$ cat src/rtl/uint8.sv
// Purpose : registered 8-bit unsigned hop between neighbouring systolic PEs, with valid tracking.
// Latency : exactly DEPTH enabled clock cycles from u8_in to u8_out (DEPTH = 1..16).
// Backpressure: en=0 stalls every stage in place (data and valid); nothing is dropped or forced.
//
// Ports:
//   clk       rising-edge clock, sole clock domain
//   rst_n     asynchronous active-low reset; clears every stage, u8_out and out_valid
//   en        stage enable; 0 holds all stages
//   in_valid  u8_in carries a valid sample this cycle
//   u8_in     unsigned byte in, bit 0 = MSB
//   u8_out    unsigned byte out, same bit ordering, straight from the last stage
//   out_valid u8_out carries a valid sample
module uint8 #(
  parameter int DEPTH = 1
) (
  input  logic       clk,
  input  logic       rst_n,
  input  logic       en,
  input  logic       in_valid,
  input  logic [0:7] u8_in,
  output logic [0:7] u8_out,
  output logic       out_valid
);

  // One pipeline slot: the valid flag travels alongside its byte so that a
  // stall freezes both together and they can never drift apart.
  typedef struct packed {
    logic       valid;
    logic [0:7] data;
  } stage_t;

  // Reject illegal depths at elaboration rather than building a broken pipe.
  if (DEPTH < 1 || DEPTH > 16) begin : g_depth_check
    $error("uint8: DEPTH must be in 1..16");
  end

  stage_t pipe [DEPTH];

  // Data is captured regardless of in_valid; only the flag marks validity.
  always_ff @(posedge clk or negedge rst_n) begin
    if (!rst_n) begin
      for (int k = 0; k < DEPTH; k++) begin
        pipe[k] <= '0;
      end
    end else if (en) begin
      pipe[0] <= '{valid: in_valid, data: u8_in};
      for (int k = 1; k < DEPTH; k++) begin
        pipe[k] <= pipe[k-1];
      end
    end
  end

  // Outputs are pure register outputs: no combinational path from any input.
  assign u8_out    = pipe[DEPTH-1].data;
  assign out_valid = pipe[DEPTH-1].valid;

endmodule

$ cat config.mk
export PLATFORM = sky130hd
export DESIGN_NAME = uint8
export DESIGN_NICKNAME = d
export VERILOG_FILES = /design/src/rtl/uint8.sv
export SDC_FILE = /design/constraint.sdc
export NUM_CORES = 1
export LEC_CHECK = 0
export ABC_CLOCK_PERIOD_IN_PS = 1900
export BUFFER_PORTS_ARGS = -buffer_cell sky130_fd_sc_hd__buf_2
export CAP_MARGIN = 25
export CORE_AREA = 2 2 39 41
export CTS_CLUSTER_SIZE = 10
export DETAILED_ROUTE_END_ITERATION = 16
export DIE_AREA = 0 0 41 43
export PLACE_DENSITY = 0.62
export RECOVER_POWER = 50
export SLEW_MARGIN = 20
export SYNTH_ARGS = -nofsm -noshare
export SYNTH_HDL_FRONTEND = slang
export SYNTH_SLANG_ARGS = --single-unit
export TNS_END_PERCENT = 10
$ cat constraint.sdc
create_clock -name clk -period 1.9 [get_ports clk]
set_input_delay 0.38 -clock clk [delete_from_list [all_inputs] [get_ports clk]]
set_output_delay 0.38 -clock clk [all_outputs]
set_load 0.01 [all_outputs]
==> Yosys cells after proc, flatten, opt, wreduce, memory -nomap -nowiden <==
Cells that the tools add are included.
Widths: inputs -> output; s select.
{ "word_totals": {"ff_bits": 9, "inputBits": 12, "output_inout_bits": 9} }

==> Logic depth before layout (Yosys ltp) <==
{ "logic_depth": {"word_depth": 0, "ltp_mapped": 2} }

==> Worst setup path after synthesis <==
Ideal clock, no wire load.
{ "synth_path": {"kind": "input to register", "from": "input port en", "to": "register pipe, in the netlist out_valid", "path_slack_ps": 968, "stages": 2, "n_path_buf": 1, "arrival_ps": 807, "required_ps": 1775, "setup_ps": 125, "path_cell_list": "buf_6 > mux2_4"} }
{ "synth_lines": {"columns": ["element", "line", "rtl"], "rows": [
  ["start: declaration", "18", "input logic en,"],
  ["end signal: indexed assignment", "48", "pipe[k] <= pipe[k-1];"],
  ["end: declaration", "37", "stage_t pipe [DEPTH];"]
]} }
No word-level cell between the ends.

==> Worst setup path in the final report <==
{ "layout_path": {"from": "register pipe, in the netlist u8_out[4]", "to": "output port u8_out[4] (netlist name)"} }
{ "layout_lines": {"columns": ["element", "line", "rtl"], "rows": [
  ["end: declaration", "21", "output logic [0:7] u8_out,"]
]} }
No word-level cell between the ends.

==> results.yml <==
status:
  status: "finished clean"
timing:
  relSlewSlack_pct: 60.0
  final.setup.tns_ps: 0
  timing.clock.skew_ps: 0
  timing_max_transition_violations_final: 0
  final_worst_path_setup_slack_ps: 744
  setup_viol_count_final: 0
  achievable-frequency_mhz: 865
  least_margin_pin_slew_ps: 599
  finalHoldViolCount: 0
  unrepaired_setup_endpoints_after_global_routing: "no"
  period_share_pct: 60.9
  fin_crit_ps: 1160
  fin_hold_ws_ps: 346
route:
  drt_iter0_drc: 1
  drtAntennaViolNets: 0
  vias_per_cell: 4.05
  route.final.wire_length_um: 674
  detailed_route_wire_length_per_cell_um: 11.4
  remaining_drc_errors: 0
  drt_first_pass_iters: 2
  detailroute.via_count: 239
setup_path:
  crit_arrival_ps: 780
  max_stage_delay_ps: 380
  worst-setup-path-type: "register to primary output"
  required_ps: 1520
  timing.critical_path.cells: "buf_2"
  regToRegStartpoint: "u8_out[4]$_DFFE_PN0P_"
  path_delay_family: "flip-flops"
  startpoint_type: "register"
  worst_path_slowest_cell: "sky130_fd_sc_hd__dfrtp_1"
  buffers_plus_inverters_on_the_worst_setup_path: 1
  setup.reg_to_reg.worst_slack_ps: 1120
  critical_path.endpoint_type: "primary output"
  r2r_end: "u8_out[4]$_DFFE_PN0P_"
  critical_path_peak_fanout: 2
  r2r.worst_path.cells: 1
cells_and_area:
  diodes: 0
  most_frequent_cells_in_the_layout: "sky130_fd_sc_hd__buf_2 (18), sky130_fd_sc_hd__dfrtp_1 (9), sky130_fd_sc_hd__mux2_4 (6)"
  finish.net_count: 56
  most_common_cell_after_layout_fill_and_taps_aside: "sky130_fd_sc_hd__buf_2"
  fillers: 146
  final_layout_size_suffix_gt1_share_pct: 62.8
  layout-area-overhead-vs-synth_pct: 35.4
grt:
  groute.usage.overall_pct: 9.02
  first_global_vias: 234
  number_of_antenna_violations_at_the_first_check_in_global_routing: 0
  grt_remaining_overflow: 0
  first_pass_grt_wire_length_um: 972
  largest_net_degree_at_the_start_of_global_routing: 10
clocking:
  cts_root_buf: "sky130_fd_sc_hd__clkbuf_4"
  cts.htree.levels: 1
  clock_latency_ps: 260
  clock-sinks: 9
  postCtsResizedCells: 0
  cts.clk_slew.worst_paths_ps: 60
  cts_post_setup_buffers_inserted: 0
  cts_buf_count: 3
  ctsLongestPathBuffers: 2
  tritoncts_clock_tree: "built"
  cts_hold_buf: 1
yosys:
  post_synth_instance_area_sq_um: 372
  synth_nets: 31
  post_synth_num_cell_types: 3
  synth_seq_cells: 9
  synth.yosys.seq_area_share_pct: 60.6
  avgSynthCellArea_sq_um: 19.6
  post_synth_main_area_contributors: "sky130_fd_sc_hd__dfrtp_1 (61%), sky130_fd_sc_hd__mux2_4 (36%), sky130_fd_sc_hd__buf_6 (3.0%)"
  synth_warnings: 0
  netlist.top_cell.by_area: "sky130_fd_sc_hd__dfrtp_1"
  synth.top_cell.area_share_pct: 60.6
  syn_inst: 19
placed_design:
  pre_cts_ws_ps: 796
  routabilityCongestion: 0.581
  port_buffers: 20
min_path:
  cell_count_of_the_worst_hold_path: 2
  holdCritStartpoint: "u8_in[1]"
  hold_path_sink: "u8_out[1]$_DFFE_PN0P_"
  worst_hold_path_type: "input port to register"
pwr:
  p_leak_nw: 0.259
  p_per_area_nw_per_um2: 879
  power.ir.vdd_worst_mv: 0.350
floorplan:
  start_util_pct: 26.9
  dieWidth_um: 41
  num_rows: 14
  fp.dieArea_sq_um: 1760
  dieHeight_um: 43
  floorplan.core_area_sq_um: 1380
  io-pin-count: 21
job:
  max-cap-violations: 0
## metal layers
layer,part of all wire (%),global-route usage (%),up-vias
li1,-,-,114
met1,45,10.3,112
met2,46,11.6,11
met3,7.6,4.71,2
met4,1.5,8.00,0
met5,0,0,-
## power breakdown
part | internal [mW] | total, mW | leakage (nW) | switching, mW
Combinational | 0.0442 | 0.0755 | 0.139 | 0.0313
Clock | 0.0808 | 0.146 | 0.0150 | 0.0653
Sequential | 0.211 | 0.221 | 0.105 | 0.00988
Total | 0.336 | 0.442 | 0.259 | 0.107
## worst max path at each step
stage | cells past startpoint | to | slack, ps | from
finish | 1 | u8_out[4] | 740 | u8_out[4]$_DFFE_PN0P_
global route | 1 | u8_out[5] | 710 | u8_out[5]$_DFFE_PN0P_
CTS | 1 | u8_out[5] | 730 | u8_out[5]$_DFFE_PN0P_
detailed placement | 2 | u8_out[5]$_DFFE_PN0P_ | 800 | en
global placement | 2 | u8_out[0]$_DFFE_PN0P_ | 810 | en
floorplan | 2 | out_valid$_DFFE_PN0P_ | 970 | en
## area by class of cell
| cell class | instances | area (sq um) | share of cell area [%] |
|---|---|---|---|
| repair buffers | 21 | 108 | 21.4 |
| clock buffers | 4 | 26.3 | 5.22 |
| flip-flops and latches | 9 | 225 | 44.8 |
| well taps | 16 | 20.0 | 3.98 |
| multi-input cells | 9 | 124 | 24.6 |
## cells by family after synthesis
family                 Yosys count  share of synthesized area, %
buffers and inverters            1                          3.03
multiplexers                     9                          36.4
flip-flops                       9                          60.6
## state kept, by name (all words and copies together) (netlist names)
name and cells:
u8_out 8, out_valid 1
## synth_stat cells
cell type                 n
sky130_fd_sc_hd__buf_6    1
sky130_fd_sc_hd__mux2_4   9
sky130_fd_sc_hd__dfrtp_1  9
## per-stage QoR
step | instances | util (%) | cell area [sq um] | power, mW
6_report | 59 | 36.3 | 503 | 0.442
3_5_place_dp | 54 | 34.7 | 480 | 0.307
2_1_floorplan | 19 | - | 372 | 0.271
3_3_place_gp | 54 | 34.7 | 480 | 0.306
4_1_cts | 59 | 37.3 | 517 | 0.457
5_1_grt | 59 | 36.3 | 503 | 0.464
No activity file was read; power rests on OpenSTA's default activity.
